## config.mk

```make
export PLATFORM = sky130hd
export DESIGN_NAME = hazard_stall_ctrl_flat
export DESIGN_NICKNAME = d
export VERILOG_FILES = /design/src/rtl/hazard_stall_ctrl_if.sv /design/src/rtl/hazard_stall_ctrl.sv /design/src/flat_wrapper.sv
export SDC_FILE = /design/constraint.sdc
export NUM_CORES = 1
export LEC_CHECK = 0
export ABC_AREA = 0
export BUFFER_PORTS_ARGS = -buffer_cell sky130_fd_sc_hd__clkbuf_2
export CORE_ASPECT_RATIO = 1.1
export CORE_MARGIN = 4
export CORE_UTILIZATION = 50
export CTS_CLUSTER_DIAMETER = 200
export CTS_CLUSTER_SIZE = 25
export DETAILED_ROUTE_END_ITERATION = 10
export GPL_TIMING_DRIVEN = 0
export PLACE_DENSITY = 0.74
export SETUP_SLACK_MARGIN = 0.5
export SKIP_LAST_GASP = 1
export SLEW_MARGIN = 20
export SYNTH_ARGS = -nofsm -noshare
export SYNTH_HDL_FRONTEND = slang
export SYNTH_SLANG_ARGS = --single-unit
```

## constraint.sdc

```tcl
create_clock -name clk -period 3.4 [get_ports clk]
set_input_delay 0.68 -clock clk [delete_from_list [all_inputs] [get_ports clk]]
set_output_delay 0.68 -clock clk [all_outputs]
set_load 0.03 [all_outputs]
```

## src/rtl/hazard_stall_ctrl_if.sv

```systemverilog
// Hazard controller bundle: pipeline hazard inputs toward the controller, and the
// stall/flush/status outputs back to the pipeline registers.
interface hazard_stall_ctrl_if #(
    parameter int unsigned CNT_W = 32
);
    logic [4:0]       rs1_D;
    logic [4:0]       rs2_D;
    logic [4:0]       rd_E;
    logic             RegWrite_E;
    logic             MemRead_E;
    logic             PCSrc_E;
    logic             dmem_req_M;
    logic             dmem_ready_M;
    logic             Stall_F;
    logic             Stall_D;
    logic             Stall_E;
    logic             Stall_M;
    logic             Flush_D;
    logic             Flush_E;
    logic             Flush_W;
    logic             mem_timeout;
    logic [CNT_W-1:0] stall_cnt;
    logic [CNT_W-1:0] flush_cnt;

    modport master (
        output rs1_D, rs2_D, rd_E, RegWrite_E, MemRead_E, PCSrc_E, dmem_req_M, dmem_ready_M,
        input  Stall_F, Stall_D, Stall_E, Stall_M, Flush_D, Flush_E, Flush_W,
        input  mem_timeout, stall_cnt, flush_cnt
    );

    modport slave (
        input  rs1_D, rs2_D, rd_E, RegWrite_E, MemRead_E, PCSrc_E, dmem_req_M, dmem_ready_M,
        output Stall_F, Stall_D, Stall_E, Stall_M, Flush_D, Flush_E, Flush_W,
        output mem_timeout, stall_cnt, flush_cnt
    );
endinterface

```

## src/rtl/hazard_stall_ctrl.sv

```systemverilog
// Stall/flush control for load-use, taken-branch and data-memory-wait hazards,
// with a wait watchdog and saturating stall/flush event counters.
module hazard_stall_ctrl #(
    parameter int unsigned TIMEOUT = 255,
    parameter int unsigned CNT_W   = 32
) (
    input logic               clk,
    input logic               rst_n,
    hazard_stall_ctrl_if.slave hz
);
    typedef enum logic [1:0] {RUN = 2'd0, MEM_WAIT = 2'd1, ERR = 2'd2} state_t;

    localparam logic [15:0] WCNT_MAX = 16'(TIMEOUT);

    state_t           state_q;
    logic [15:0]      wcnt_q;
    logic             timeout_q;
    logic [CNT_W-1:0] stall_cnt_q, stall_cnt_d;
    logic [CNT_W-1:0] flush_cnt_q, flush_cnt_d;

    logic lu, mw, mw_act;
    logic stall_fd, stall_em, flush_d, flush_e, flush_w, br_take;

    assign lu = hz.MemRead_E & hz.RegWrite_E & (hz.rd_E != 5'd0) &
                ((hz.rd_E == hz.rs1_D) | (hz.rd_E == hz.rs2_D));
    assign mw = hz.dmem_req_M & ~hz.dmem_ready_M;
    // ERR lets the timed-out access retire, so the wait is not honoured there.
    assign mw_act = mw & (state_q != ERR);

    always_comb begin
        stall_fd = 1'b0;
        stall_em = 1'b0;
        flush_d  = 1'b0;
        flush_e  = 1'b0;
        flush_w  = 1'b0;
        br_take  = 1'b0;
        if (rst_n) begin
            if (mw_act) begin
                stall_fd = 1'b1;
                stall_em = 1'b1;
                flush_w  = 1'b1;
            end else if (hz.PCSrc_E) begin
                flush_d = 1'b1;
                flush_e = 1'b1;
                br_take = 1'b1;
            end else if (lu) begin
                stall_fd = 1'b1;
                flush_e  = 1'b1;
            end
        end
    end

    always_comb begin
        stall_cnt_d = stall_cnt_q;
        flush_cnt_d = flush_cnt_q;
        if (stall_fd && stall_cnt_q != '1) stall_cnt_d = stall_cnt_q + CNT_W'(1);
        if (br_take && flush_cnt_q != '1)  flush_cnt_d = flush_cnt_q + CNT_W'(1);
    end

    always_ff @(posedge clk or negedge rst_n) begin
        if (!rst_n) begin
            state_q     <= RUN;
            wcnt_q      <= 16'd0;
            timeout_q   <= 1'b0;
            stall_cnt_q <= '0;
            flush_cnt_q <= '0;
        end else begin
            stall_cnt_q <= stall_cnt_d;
            flush_cnt_q <= flush_cnt_d;
            case (state_q)
                RUN: begin
                    if (mw) begin
                        state_q <= MEM_WAIT;
                        wcnt_q  <= 16'd1;
                    end
                end
                MEM_WAIT: begin
                    if (hz.dmem_ready_M) begin
                        state_q <= RUN;
                        wcnt_q  <= 16'd0;
                    end else if (wcnt_q == WCNT_MAX) begin
                        state_q   <= ERR;
                        timeout_q <= 1'b1;
                    end else begin
                        wcnt_q <= wcnt_q + 16'd1;
                    end
                end
                ERR: begin
                    state_q <= RUN;
                    wcnt_q  <= 16'd0;
                end
                default: begin
                    state_q <= RUN;
                    wcnt_q  <= 16'd0;
                end
            endcase
        end
    end

    assign hz.Stall_F     = stall_fd;
    assign hz.Stall_D     = stall_fd;
    assign hz.Stall_E     = stall_em;
    assign hz.Stall_M     = stall_em;
    assign hz.Flush_D     = flush_d;
    assign hz.Flush_E     = flush_e;
    assign hz.Flush_W     = flush_w;
    assign hz.mem_timeout = timeout_q;
    assign hz.stall_cnt   = stall_cnt_q;
    assign hz.flush_cnt   = flush_cnt_q;
endmodule
```

## src/flat_wrapper.sv

```systemverilog
// flat-port wrapper written by rule: the top's interface ports become plain ports
module hazard_stall_ctrl_flat 
#(
    parameter int unsigned TIMEOUT = 255,
    parameter int unsigned CNT_W   = 32
)
  (clk, rst_n, hz_rs1_D, hz_rs2_D, hz_rd_E, hz_RegWrite_E, hz_MemRead_E, hz_PCSrc_E, hz_dmem_req_M, hz_dmem_ready_M, hz_Stall_F, hz_Stall_D, hz_Stall_E, hz_Stall_M, hz_Flush_D, hz_Flush_E, hz_Flush_W, hz_mem_timeout, hz_stall_cnt, hz_flush_cnt);
  hazard_stall_ctrl_if #(.CNT_W(CNT_W)) hz_i ();
  input logic clk;
  input logic rst_n;
  input wire logic [$bits(hz_i.rs1_D)-1:0] hz_rs1_D;
  input wire logic [$bits(hz_i.rs2_D)-1:0] hz_rs2_D;
  input wire logic [$bits(hz_i.rd_E)-1:0] hz_rd_E;
  input wire logic [$bits(hz_i.RegWrite_E)-1:0] hz_RegWrite_E;
  input wire logic [$bits(hz_i.MemRead_E)-1:0] hz_MemRead_E;
  input wire logic [$bits(hz_i.PCSrc_E)-1:0] hz_PCSrc_E;
  input wire logic [$bits(hz_i.dmem_req_M)-1:0] hz_dmem_req_M;
  input wire logic [$bits(hz_i.dmem_ready_M)-1:0] hz_dmem_ready_M;
  output wire logic [$bits(hz_i.Stall_F)-1:0] hz_Stall_F;
  output wire logic [$bits(hz_i.Stall_D)-1:0] hz_Stall_D;
  output wire logic [$bits(hz_i.Stall_E)-1:0] hz_Stall_E;
  output wire logic [$bits(hz_i.Stall_M)-1:0] hz_Stall_M;
  output wire logic [$bits(hz_i.Flush_D)-1:0] hz_Flush_D;
  output wire logic [$bits(hz_i.Flush_E)-1:0] hz_Flush_E;
  output wire logic [$bits(hz_i.Flush_W)-1:0] hz_Flush_W;
  output wire logic [$bits(hz_i.mem_timeout)-1:0] hz_mem_timeout;
  output wire logic [$bits(hz_i.stall_cnt)-1:0] hz_stall_cnt;
  output wire logic [$bits(hz_i.flush_cnt)-1:0] hz_flush_cnt;
  assign hz_i.rs1_D = hz_rs1_D;
  assign hz_i.rs2_D = hz_rs2_D;
  assign hz_i.rd_E = hz_rd_E;
  assign hz_i.RegWrite_E = hz_RegWrite_E;
  assign hz_i.MemRead_E = hz_MemRead_E;
  assign hz_i.PCSrc_E = hz_PCSrc_E;
  assign hz_i.dmem_req_M = hz_dmem_req_M;
  assign hz_i.dmem_ready_M = hz_dmem_ready_M;
  assign hz_Stall_F = hz_i.Stall_F;
  assign hz_Stall_D = hz_i.Stall_D;
  assign hz_Stall_E = hz_i.Stall_E;
  assign hz_Stall_M = hz_i.Stall_M;
  assign hz_Flush_D = hz_i.Flush_D;
  assign hz_Flush_E = hz_i.Flush_E;
  assign hz_Flush_W = hz_i.Flush_W;
  assign hz_mem_timeout = hz_i.mem_timeout;
  assign hz_stall_cnt = hz_i.stall_cnt;
  assign hz_flush_cnt = hz_i.flush_cnt;
  hazard_stall_ctrl #(.TIMEOUT(TIMEOUT), .CNT_W(CNT_W)) u_core (.clk(clk), .rst_n(rst_n), .hz(hz_i));
endmodule
```

==> impl_metrics.ini, run 1 <==
[outcome]
status = complete, no violations

[route]
remaining_drc_errors = 0
wl_per_cell_um = 14.7
vias_per_cell = 5.44
dr.first_iter.drc_count = 168
dr_total_vias = 3555
wirelength_mm = 9.62
antenna_left = 0
drtPass1Iterations = 4

[clock_tree]
cts_hold_buf = 0
cts.sinks = 83
htreeDepth = 3
clk_pin_slew_ns = 0.08
cts_buffers = 9
cts_tree = done
cts_root_buf = clkbuf_8
insertion_delay_ns = 0.36
ctsLongestPathBuffers = 2

[cells_and_area]
layout.cells.non_filler = 653
n_antenna_cell = 0
nNetsFinal = 563
drive_above_1_share = 0.277
synthToLayoutAreaGrowth_pct = 19.5

[global_route]
grt-ovfl-total = 0
grt_max_degree = 88
antenna_found_initial = 0
track_usage = 0.190
grt_pass1_vias = 3400
grt_first_pass_wirelength_mm = 16.3

[sta]
rsz0062_at_grt = no
fin_ws_ns = 0.561
fin_crit_ns = 2.84
setup_violations = 0
finalHoldViolCount = 0
fin_skew_ns = 0.0115
finalMaxSlewViolations = 0
tightest_slew_ns = 0.626
finalCritPeriodShare = 0.835
max-slew-margin-rel = 0.581
fmax_mhz = 352
fin_setup_tns_ns = 0

[placement]
port_buffers = 93
place_ws_ns = 0.0754
place_congestion = 0.849
dpl.hpwl_mm = 6.95
dp_cells = 634

[critical_path]
reg2reg_depth = 8
timing.rr.end = u_core.hz.stall_cnt[13]
rr_startpoint = u_core.hz.stall_cnt[0]
r2r_setup_slack_ns = 1.06
critical_path.max_fanout = 3
worstPathArrival_ns = 2.16
path_class = in -> out
crit_required_ns = 2.72
critPathCaptureType = primary output
start_kind = input pin

[flow_run]
drv_cap = 0

[power_and_ir_drop]
finalPower_mw = 2.12
power_density_mw_per_mm2 = 404
ir_worst_vdd_mv = 0.338
leakagePower_nw = 2.60

[floorplanning]
ioPinCount = 94
fp.dieW_um = 97.3
die_area_mm2 = 0.0103
die_y_um = 106
coreArea_mm2 = 0.00845
initial_core_util = 0.519
num_rows = 35

[min_path]
hold_class = in -> async

[synth]
synth_area_mm2 = 0.00439
synth-seq-cells = 83
synth.yosys.seq_area_share = 0.473
synth_area_leaders = dfrtp_1 (47%), xnor2_1 (8.4%), xor2_1 (7.6%)
syn_avg_cell_area_um2 = 10.2
synth-edff-count = 0
yosysTopAreaCellShare = 0.473
syn_inst = 430
yosysWarnings = 0
synthArstFlopShare = 1.00
syn-num-nets = 455
synthFlopType = dfrtp_1
ys_types = 51
synth_area_leader_cell = dfrtp_1
cell families (layout without fill, tap and decap cells):
| logic type | count (synthesis) | after routing | share of synthesized area |
|---|---|---|---|
| xor gates and xnor gates | 80 | 80 | 0.160 |
| buffers and inverters | 26 | 138 | 0.0276 |
| adders and majority gates | 3 | 3 | 0.00855 |
| AOI/OAI and AO/OA | 30 | 30 | 0.0559 |
| DFF | 83 | 83 | 0.473 |
| muxes | 3 | 3 | 0.00741 |
| and+or+nand+nor | 205 | 205 | 0.268 |
where the power goes:
part | total (mW) | switching [mW] | internal, mW
Sequential | 1.12 | 0.0721 | 1.04
Clock | 0.654 | 0.354 | 0.300
Combinational | 0.351 | 0.229 | 0.121
Total | 2.12 | 0.656 | 1.46
metrics by stage:
stage	hold WS, ns	utilization	area, µm²
after floorplan	0.384	-	4390
after global placement	0.462	0.591	5000
after detailed placement	0.467	0.592	5000
after CTS	0.270	0.618	5220
after global routing	0.193	0.621	5250
final	0.190	0.621	5250
sequential cells by signal (all words and copies together) (netlist names):
signal and flops:
u_core.hz.mem_timeout 1, u_core.hz.stall_cnt 32, u_core.state_q 2, u_core.hz.flush_cnt 32
u_core.wcnt_q 16
critical path, stage by stage:
cell,delay [ns]
clkbuf_2,0.12
or4_4,0.55
o21ai_2,0.18
nand2_1,0.11
o21ai_4,0.08
buf_6,0.12
inv_1,0.04
buf_4,0.12
clkbuf_2,0.17
Yosys cell counts (7+ instances only):
cell type  count
inv_1         14
dfrtp_1       83
xor2_1        38
nand2_1       41
and4_1         7
nand4_1       18
nand3_2        8
nor4_1         7
and3_1        19
nor2_1        33
xnor2_1       42
o21ai_0        8
nand3_1       25
nor3_1        16
final cells by class:
| class | count | area, µm² |
|---|---|---|
| multi-input combinational | 321 | 2210 |
| fill | 716 | 3210 |
| sequential | 83 | 2080 |
| tap | 111 | 139 |
| clock inverter | 4 | 26.3 |
| clock buffer | 11 | 151 |
| inverter | 14 | 52.6 |
| buffer | 12 | 75.1 |
| timing repair buffer | 97 | 519 |
metal layers:
metal  vias up  part of all wire  track usage
li1       1718                 -            -
met1      1742              0.44        0.250
met2        83              0.50        0.322
met3        12             0.045       0.0400
met4         0             0.012       0.0504
met5         -                 0            0
layout by cell type, fill, tap and decap left out, types with 3 or more instances in the layout:
master    instances
a21oi_1           4
and2_1            5
and3_1           19
and4_1            7
buf_2             3
buf_4             6
buf_6             3
clkbuf_1          4
clkbuf_2         92
clkbuf_8         11
dfrtp_1          83
ha_1              3
inv_1            14
nand2_1          41
nand3_1          25
nand3_2           8
nand4_1          18
nor2_1           33
nor3_1           16
nor4_1            7
nor4_2            5
o21ai_0           8
or3_1             4
xnor2_1          42
xor2_1           38
repair_timing:
item                       CTS  global route
setup endpoints to repair    2             1
setup buffers                2             1
gates cloned                 0             1
pin swaps                    0             1
gates resized for setup      4             1
hold endpoints to repair     0             0
how the worst max path moves through the flow:
| stage | from | endpoint |
|---|---|---|
| final | hz_rd_E[0] | hz_Stall_F |
| after global routing | hz_dmem_req_M | hz_Stall_F |
| after CTS | hz_rd_E[0] | hz_Stall_F |
| after detailed placement | rst_n | hz_Stall_F |
| after global placement | rst_n | hz_Stall_F |
| after floorplan | hz_rd_E[0] | hz_Stall_F |
Note: power is estimated with default switching activity, not from simulation.
==> run 2: changes to the inputs <==
- clock period: 3.4 -> 2.85 ns (I/O delays scaled with it)
==> impl_metrics.ini, run 2 (synthesis gave the netlist of run 1 again) <==
[clock_tree]
cts_tree = done
insertion_delay_ns = 0.35
cts.sinks = 83
ctsLongestPathBuffers = 2
cts_root_buf = clkbuf_8
cts_buffers = 9
clk_pin_slew_ns = 0.08
htreeDepth = 3

[route]
antenna_left = 0
remaining_drc_errors = 0
wirelength_mm = 10.2
vias_per_cell = 5.48
dr.first_iter.drc_count = 103
drtPass1Iterations = 4
wl_per_cell_um = 15.2
dr_total_vias = 3651

[power_and_ir_drop]
finalPower_mw = 2.71
power_density_mw_per_mm2 = 494
leakagePower_nw = 2.69
ir_worst_vdd_mv = 0.559

[floorplanning]
fp.dieW_um = 97.3
ioPinCount = 94
die_area_mm2 = 0.0103
coreArea_mm2 = 0.00845
num_rows = 35
initial_core_util = 0.519
die_y_um = 106

[cells_and_area]
n_antenna_cell = 0
final_cell_mix = clkbuf_2 (87), dfrtp_1 (83), xnor2_1 (42), nand2_1 (40), xor2_1 (38)
regArea_mm2 = 0.00208
fin_area_mm2 = 0.00550
drive_above_1_share = 0.310
multi_input_comb_area_mm2 = 0.00227
nFillCells = 662
layout.cells.most_common = clkbuf_2
synthToLayoutAreaGrowth_pct = 25.2
layout.cells.non_filler = 666
nNetsFinal = 575

[critical_path]
worstPathArrival_ns = 1.91
crit_buf_inv = 5
critical_path.max_fanout = 3
start_kind = input pin
path_delay_family = simple AND/OR/NAND/NOR gates
rr_startpoint = u_core.state_q[0]
path_class = in -> out
timing.rr.end = u_core.hz.flush_cnt[31]
slowest_stage = or4_4
r2r_setup_slack_ns = 0.63
reg2reg_depth = 7
slowest_delay_ns = 0.53
cp_cell_sequence = buf_8 > or4_4 > o21ai_2 > nand2_2 > o21ai_4 > buf_6 > inv_4 > buf_6 > buf_8
crit_required_ns = 2.28
critPathCaptureType = primary output

[placement]
place_congestion = 0.833
dp_cells = 634
dpl.hpwl_mm = 7.12
place_ws_ns = -0.0555
port_buffers = 93
place_area_mm2 = 0.00502

[min_path]
hold_class = in -> async

[sta]
fin_skew_ns = 0.0109
fin_ws_ns = 0.367
setup_violations = 0
hold_slack_ns = 0.0513
finalMaxSlewViolations = 0
finalCritPeriodShare = 0.871
max-slew-margin-rel = 0.611
finalHoldViolCount = 0
fin_crit_ns = 2.48
rsz0062_at_grt = yes
tightest_slew_ns = 0.582
fmax_mhz = 403

[global_route]
antenna_found_initial = 0
grt_max_degree = 45
grt_first_pass_wirelength_mm = 17.4
grt-ovfl-total = 0
track_usage = 0.202
grt_pass1_vias = 3641

[outcome]
status = complete, no violations

[flow_run]
drv_cap = 0
[run 2: cell count changes in the layout (fill, tap and decap cells not counted), moves of 2 or more]
cell	change
buf_6	+2
inv_1	-2
a21oi_2	+2
buf_4	+9
a21oi_1	-2
clkbuf_2	-5
bufinv_16	+2
buf_8	+2
clkbuf_8	+2
[run 2: final cells by class]
class                   count  share of cell area
plain buffers              12              0.0155
repair buffers            108               0.118
clock buffers              10              0.0250
clock inverters             6              0.0157
well taps                 111              0.0253
flip-flops and latches     83               0.378
multi-input cells         322               0.413
inverters                  14              0.0100
[run 2: worst reg2reg max path, stage by stage, from the launching register on]
cell	delay, ns
dfrtp_1	0.45
nand2b_4	0.18
a211o_1	0.42
or3_4	0.44
a31oi_4	0.19
buf_6	0.20
nand3_2	0.09
xnor2_1	0.14
[run 2: metrics by stage]
stage | util | TNS, ns
4_1_cts | 0.636 | 0
5_1_grt | 0.650 | 0
3_5_place_dp | 0.593 | -0.0555
3_3_place_gp | 0.592 | -59.28
2_1_floorplan | - | 0
6_report | 0.650 | 0
[run 2: worst max-delay path by stage]
stage          startpoint          to  depth (start not counted)  slack (ns)
2_1_floorplan  hz_rd_E[0]  hz_Stall_F                          7        0.27
3_3_place_gp        rst_n  hz_Stall_F                          8       -1.30
5_1_grt        hz_rd_E[3]  hz_Stall_F                          9        0.33
3_5_place_dp        rst_n  hz_Stall_F                          8       -0.06
4_1_cts        hz_rd_E[4]  hz_Stall_F                          9        0.30
6_report       hz_rd_E[3]  hz_Stall_F                          9        0.37
[run 2: repair_timing]
| item | CTS | global route |
|---|---|---|
| setup buffers | 8 | 5 |
| endpoints found under the setup margin | 22 | 21 |
| pin swaps | 2 | 4 |
| hold buffers | 0 | 0 |
| gates cloned | 1 | 2 |
| gates resized for setup | 13 | 17 |
[run 2: where the power goes]
group | internal [mW] | switching [mW] | total (mW) | leakage, nW
clock network | 0.517 | 0.422 | 0.939 | 0.113
logic | 0.161 | 0.283 | 0.443 | 1.45
registers | 1.24 | 0.0856 | 1.33 | 1.12
[run 2: routing by layer]
metal | vias to the layer above | part of all wire | GRT usage
li1 | 1753 | - | -
met1 | 1807 | 0.43 | 0.254
met2 | 83 | 0.51 | 0.355
met3 | 8 | 0.051 | 0.0453
met4 | 0 | 0.0089 | 0.0524
met5 | - | 0 | 0
